## src/rtl/mba_pkg.sv

```systemverilog
// Shared definitions for the multi-requester memory bus arbiter.
// This package holds the state encoding, the bus direction constants and a debug helper.
package mba_pkg;

  typedef logic [1:0] state_t;

  localparam state_t ST_IDLE  = 2'd0;
  localparam state_t ST_GRANT = 2'd1;
  localparam state_t ST_TURN  = 2'd2;

  localparam logic RW_READ  = 1'b0;
  localparam logic RW_WRITE = 1'b1;

  // Returns a five-character ASCII name, for use in waveform viewers and debug prints.
  function automatic logic [39:0] state_name(input state_t s);
    case (s)
      ST_IDLE:  state_name = "IDLE ";
      ST_GRANT: state_name = "GRANT";
      ST_TURN:  state_name = "TURN ";
      default:  state_name = "?????";
    endcase
  endfunction

endpackage

```

## src/rtl/mba_rr_pick.sv

```systemverilog
// Combinational picker. It uses either fixed priority (lowest index wins) or a rotating
// priority whose search starts one past the base pointer.
module mba_rr_pick
  import mba_pkg::*;
#(
  parameter int NUM_REQ = 2,
  parameter int IDX_W   = 1
) (
  input  logic [NUM_REQ-1:0] req,
  input  logic [IDX_W-1:0]   base,
  input  logic               rr_en,
  output logic [NUM_REQ-1:0] grant,
  output logic [IDX_W-1:0]   idx,
  output logic               any_req
);

  int         cand;
  logic [IDX_W-1:0] cand_idx;
  logic       found;

  // base+1+k never exceeds 2*NUM_REQ-1, so a single subtraction performs the wrap.
  always_comb begin
    grant    = '0;
    idx      = '0;
    any_req  = |req;
    found    = 1'b0;
    cand     = 0;
    cand_idx = '0;
    for (int k = 0; k < NUM_REQ; k++) begin
      if (rr_en) begin
        cand = int'(base) + 1 + k;
        if (cand >= NUM_REQ) cand = cand - NUM_REQ;
      end else begin
        cand = k;
      end
      cand_idx = IDX_W'(cand);
      if (!found && cand < NUM_REQ && req[cand_idx]) begin
        found           = 1'b1;
        grant[cand_idx] = 1'b1;
        idx             = cand_idx;
      end
    end
  end

endmodule

```

## src/rtl/mba_multi.sv

```systemverilog
// Arbiter that grants the single external memory data bus to one of NUM_REQ requesters.
// It inserts a bus turnaround between owners and preempts an owner that starves other requesters.
module mba_multi
  import mba_pkg::*;
#(
  parameter int NUM_REQ    = 2,
  parameter int TURNAROUND = 4,
  parameter int RR_EN      = 1,
  parameter int MAX_HOLD   = 16,
  parameter int IDX_W      = (NUM_REQ > 1) ? $clog2(NUM_REQ) : 1
) (
  input  logic               clk_166M66,
  input  logic               mcu_sys_rst_n,
  input  logic [NUM_REQ-1:0] i_req,
  input  logic [NUM_REQ-1:0] i_rw,
  output logic [NUM_REQ-1:0] o_allow,
  output logic               o_data_bus_enable,
  output logic               o_data_bus_rw,
  output logic [IDX_W-1:0]   o_owner_idx,
  output logic               o_busy
);

  localparam int HOLD_W = (MAX_HOLD > 2) ? $clog2(MAX_HOLD) : 1;
  localparam logic [HOLD_W-1:0] HOLD_LAST = HOLD_W'((MAX_HOLD > 0) ? MAX_HOLD - 1 : 0);
  localparam logic [3:0] TURN_LAST = 4'(TURNAROUND - 1);

  state_t             state;
  logic [IDX_W-1:0]   rr_ptr;
  logic [HOLD_W-1:0]  hold_cnt;
  logic [3:0]         turn_cnt;

  logic [NUM_REQ-1:0] pick_gnt;
  logic [IDX_W-1:0]   pick_idx;
  logic               pick_any;
  logic               other_req;
  logic               hold_hit;
  logic               release_bus;
  logic               start_grant;

  mba_rr_pick #(
    .NUM_REQ (NUM_REQ),
    .IDX_W   (IDX_W)
  ) u_pick (
    .req     (i_req),
    .base    (rr_ptr),
    .rr_en   (RR_EN != 0),
    .grant   (pick_gnt),
    .idx     (pick_idx),
    .any_req (pick_any)
  );

  // In GRANT, o_allow is exactly the owner's bit, so masking it off leaves the other requesters.
  always_comb begin
    other_req   = |(i_req & ~o_allow);
    hold_hit    = (MAX_HOLD != 0) && (hold_cnt == HOLD_LAST) && other_req;
    release_bus = !i_req[o_owner_idx] || (i_rw[o_owner_idx] != o_data_bus_rw) || hold_hit;
    start_grant = pick_any &&
                  ((state == ST_IDLE) || ((state == ST_TURN) && (turn_cnt == TURN_LAST)));
  end

  always_ff @(posedge clk_166M66 or negedge mcu_sys_rst_n) begin
    if (!mcu_sys_rst_n) begin
      state             <= ST_IDLE;
      rr_ptr            <= IDX_W'(NUM_REQ - 1);
      hold_cnt          <= '0;
      turn_cnt          <= '0;
      o_allow           <= '0;
      o_data_bus_enable <= 1'b0;
      o_data_bus_rw     <= RW_READ;
      o_owner_idx       <= '0;
      o_busy            <= 1'b0;
    end else if (start_grant) begin
      state             <= ST_GRANT;
      rr_ptr            <= pick_idx;
      hold_cnt          <= '0;
      turn_cnt          <= '0;
      o_allow           <= pick_gnt;
      o_data_bus_enable <= 1'b1;
      o_data_bus_rw     <= i_rw[pick_idx];
      o_owner_idx       <= pick_idx;
      o_busy            <= 1'b1;
    end else begin
      case (state)
        ST_IDLE: ;
        ST_GRANT: begin
          if (release_bus) begin
            state             <= ST_TURN;
            turn_cnt          <= '0;
            o_allow           <= '0;
            o_data_bus_enable <= 1'b0;
          end else if (MAX_HOLD != 0 && other_req) begin
            hold_cnt <= hold_cnt + 1'b1;
          end
        end
        ST_TURN: begin
          // The last turnaround cycle with no request pending returns the bus to idle.
          if (turn_cnt == TURN_LAST) begin
            state  <= ST_IDLE;
            o_busy <= 1'b0;
          end else begin
            turn_cnt <= turn_cnt + 4'd1;
          end
        end
        default: begin
          state             <= ST_IDLE;
          o_allow           <= '0;
          o_data_bus_enable <= 1'b0;
          o_busy            <= 1'b0;
        end
      endcase
    end
  end

endmodule

```

## config.mk

```make
export PLATFORM = sky130hd
export DESIGN_NAME = mba_multi
export DESIGN_NICKNAME = d
export VERILOG_FILES = /design/src/rtl/mba_pkg.sv /design/src/rtl/mba_rr_pick.sv /design/src/rtl/mba_multi.sv
export SDC_FILE = /design/constraint.sdc
export NUM_CORES = 1
export LEC_CHECK = 0
export BUFFER_PORTS_ARGS = -buffer_cell sky130_fd_sc_hd__buf_2
export CAP_MARGIN = 10
export CORE_ASPECT_RATIO = 1.1
export CORE_MARGIN = 10
export CORE_UTILIZATION = 40
export CTS_CLUSTER_DIAMETER = 50
export DETAILED_ROUTE_END_ITERATION = 10
export PLACE_DENSITY = 0.59
export SETUP_SLACK_MARGIN = 0.15
export SLEW_MARGIN = 20
export SYNTH_ARGS = -nofsm -noshare
export SYNTH_HDL_FRONTEND = slang
export SYNTH_SLANG_ARGS = --single-unit
```

## constraint.sdc

```tcl
create_clock -name clk_166M66 -period 2.41 [get_ports clk_166M66]
set_clock_uncertainty 0.15 [all_clocks]
set_input_delay 0.241 -clock clk_166M66 [delete_from_list [all_inputs] [get_ports clk_166M66]]
set_output_delay 0.241 -clock clk_166M66 [all_outputs]
set_load 0.01 [all_outputs]
```

==> summary.md <==
| Metric | Value |
|---|---|
| Synth cell types | 40 |
| Max cap viols | 0 |
| Fillcell total | roughly 230 |
| Combinational Power Share | between 40% and 50% |
| Design area | approximately 1100 um^2 |
| Initial antenna violation count | 0 |
| Final Wtd Congestion | roughly 0.77 |
| Synth top area cells | dfrtp_1 41%, a21oi_1 4.6%, nand2_1 3.5%, dfstp_2 2.7%, ha_1 2.6% |
| Slowest CP cell | or3b_2 |
| Post-Syn Area | about 980 um^2 |
| First-pass GRT wire length | around 3700 um |
| Sequential Power Share | 41.4% |
| DIE HEIGHT | around 70 um |
| PortBufs | 11 |
| Remaining Overflow, GRT | 0 |
| CP Buf/Inv Count | 0 |
| Clock power frac | between 10% and 20% |
| Net Sw Power | between 0.5 and 0.6 mW |
| Stages on the worst setup path | 5 |
| Final setup viols | 0 |
| CP Data Arrival Time | 2.15 ns |
| Seq cells post-synth | 17 |
| CTS tree | built |
| Fmax | approximately 480 MHz |
| Post-synth top area share | between 40% and 50% |
| Share of layout cells above drive strength 1 | 16.7% |
| Ports | 12 |
| DR iter-0 viols | 57 |
| P per Cell Area | 1060 nW/um^2 |
| Critical Path Max Stage Delay | between 0.5 and 0.6 ns |
| Clock root cell | clkbuf_4 |
| Switching part of the total power | a little over two fifths |
| Leak | approximately 0.48 nW |
| Worst hold path type | input port to register |
| Worst Hold Depth | 2 |
| Syn Area/Cell | around 9.2 um^2 |
| Synth-to-Final Area Change | 12.4% |
| CP Data Required Time | about 2.5 ns |
| Crit path top cell by count | a21oi_1 |
| Largest net degree at the start of global routing | 18 |
| Post-Syn Nets | about 110 |
| Core Box Area | between 2000 and 2500 um^2 |
| Peak VDD IR | approximately 0.5 mV |
| H-tree Lvls | 1 |
| CP Cell Sequence | ha_1 -> or3b_2 -> a21oi_1 -> a21oi_1 -> a31oi_1 |
| TritonCTS buffer count | 3 |
| Final HPWL DP | approximately 1600 um |
| FP Rows | 18 |
| Crit start category | register |
| Internal | ~0.67 mW |
| Worst-margin pin slew | approximately 0.56 ns |
| Worst-path maximum fanout | 6 |
| Status | complete, no violations |
| Area post-placement | roughly 1100 um^2 |
| Aggregate global-route resource usage | a little under a tenth |
| Share of the yosys chip area belonging to registers | a little over two fifths |
| RSZ-0062 raised after global routing | no |
| CTS Sinks | 17 |
| Pre-Repair DR Iteration Count | 4 |
| Minimum clock period | between 2 and 2.5 ns |
| Ant diodes | 0 |
| Final Hold Vio Count | 0 |
| EDFF count, synth | 0 |
| Final worst-path cycle share | 86.3% |
| Via density per instance | 5.84 |
| DRT antenna net count | 0 |
| Vias in the first global route | between 800 and 900 |
| Setup_tns | 0 ns |
| Synth Warn # | 0 |
| Cells after Synth | roughly 110 |
| Reg clk slew, reported paths | 0.10 ns |
| Worst Path Class, Setup | register to register |
| Nets | around 130 |
| Yosys top cell by area | dfrtp_1 |
| CP endpoint kind | register |
| Post-synth ARST share | 100% |
| WL final | around 2200 um |
| WL/cell | between 10 and 15 um |
| Worst R2R Path Depth | 5 |
| Crit path max-delay family | compound AO/OA/AOI/OAI gates |
| Clock buffer depth | 2 |
| DRC Markers | 0 |
| Fin. max-slew vios | 0 |
| Initial core utilization | a little over two fifths |
| Area of the die | between 4000 and 5000 um^2 |
| Top FF cell, synth | dfrtp_1 |
| Worst relative slew slack | between 60% and 70% |
| Chip Width | around 67 um |
| Clock latency on the worst-skew pair | ~0.28 ns |
| Routed vias | 876 |
placed cells by master (no fill, tap or decap), types with 3 or more instances in the layout:
cell type / Yosys / final
nor3_1: 4 / 4
a31oi_1: 3 / 3
a21oi_1: 9 / 9
o211ai_1: 3 / 3
inv_1: 6 / 6
dfrtp_1: 16 / 16
nor2_1: 5 / 5
o21ai_0: 5 / 5
o22ai_1: 3 / 3
buf_2: 0 / 11
o31ai_1: 3 / 3
nand2_1: 9 / 9
clkbuf_4: 0 / 3
per-stage QoR:
stage / setup slack [ns] / power (mW) / hold slack [ns] / std cells / utilization (%)
after floorplan: 0.504 / 0.848 / -0.205 / 106 / -
after global routing: 0.235 / 1.26 / 0.0648 / 150 / 47.9
final: 0.331 / 1.17 / 0.0611 / 150 / 47.9
after global placement: 0.381 / 1.01 / 0.0428 / 145 / 46.3
after detailed placement: 0.346 / 1.02 / 0.0412 / 145 / 46.3
after CTS: 0.321 / 1.18 / 0.0461 / 150 / 47.9
cell families (layout without fill, tap and decap cells):
group / count (synthesis) / after routing / share of synthesized area, %
AOI/OAI and AO/OA: 40 / 40 / 27.6
and+or+nand+nor: 33 / 33 / 17.8
DFF: 17 / 17 / 43.6
buffers and inverters: 10 / 24 / 4.60
adders and majority gates: 2 / 2 / 2.56
xor gates and xnor gates: 2 / 2 / 1.79
muxes: 2 / 2 / 2.05
worst paths after layout:
check	endpoint	start	slack, ns
worst max-delay path	rr_ptr	turn_cnt[0]	0.33
worst min-delay path	rr_ptr	i_req[0]	0.06
worst max register to register	rr_ptr	turn_cnt[0]	0.33
worst min register to register	hold_cnt[2]	hold_cnt[2]	0.35
max in group asynchronous	rr_ptr	mcu_sys_rst_n	1.54
min in group asynchronous	o_owner_idx	mcu_sys_rst_n	0.25
synth_stat cells, drive strengths merged, types with 2 or more instances:
| master | count |
|---|---|
| nor2 | 5 |
| and3 | 2 |
| nand2 | 10 |
| mux2i | 2 |
| a31oi | 3 |
| a22o | 2 |
| nand2b | 2 |
| o22ai | 3 |
| ha | 2 |
| nor3 | 4 |
| nor2b | 2 |
| o211ai | 3 |
| dfrtp | 16 |
| o32ai | 2 |
| nand3 | 2 |
| o31ai | 3 |
| clkbuf | 3 |
| o21ai | 5 |
| a21oi | 9 |
| xor2 | 2 |
| inv | 6 |
worst register-to-register path, delay by kind of cell (launching register included):
kind | cells | cell delay, ns
AO/OA/AOI/OAI | 3 | 0.66
AND/OR/NAND/NOR | 1 | 0.53
flip-flops | 1 | 0.44
adder cells (fa/ha/maj) | 1 | 0.24
cell type report:
class	count	area (um^2)	share of cell area, %
multi-input combinational	79	507	46.1
inverter	6	22.5	2.05
sequential	17	427	38.8
timing repair buffer	14	80.1	7.28
tap	30	37.5	3.41
clock buffer	4	26.3	2.39
metal layers:
metal	vias up	share of wire [%]	global-route usage (%)
met3	4	3.4	2.33
met5	-	0	0
met2	14	50	15.4
li1	435	-	-
met1	423	46	11.0
met4	0	1.4	4.34
sequential cells by signal (all words and copies together) (netlist names):
name	count
o_owner_idx	1
state	2
hold_cnt	4
o_allow	2
o_busy	1
o_data_bus_enable	1
rr_ptr	1
o_data_bus_rw	1
turn_cnt	4
power groups by stage:
| stage | Clock [mW] | Combinational, mW | Sequential (mW) |
|---|---|---|---|
| 2_1_floorplan | 0 | 0.360 | 0.489 |
| 3_3_place_gp | 0 | 0.529 | 0.483 |
| 3_5_place_dp | 0 | 0.535 | 0.487 |
| 4_1_cts | 0.159 | 0.536 | 0.483 |
| 5_1_grt | 0.166 | 0.598 | 0.499 |
| 6_report | 0.153 | 0.531 | 0.484 |
repair_timing:
action	4_1_cts	5_1_grt
endpoints found under the hold margin	16	0
hold buffers	1	0
buffers inserted	0	0
gates resized for setup	0	0
(Power assumes the default switching activity.)
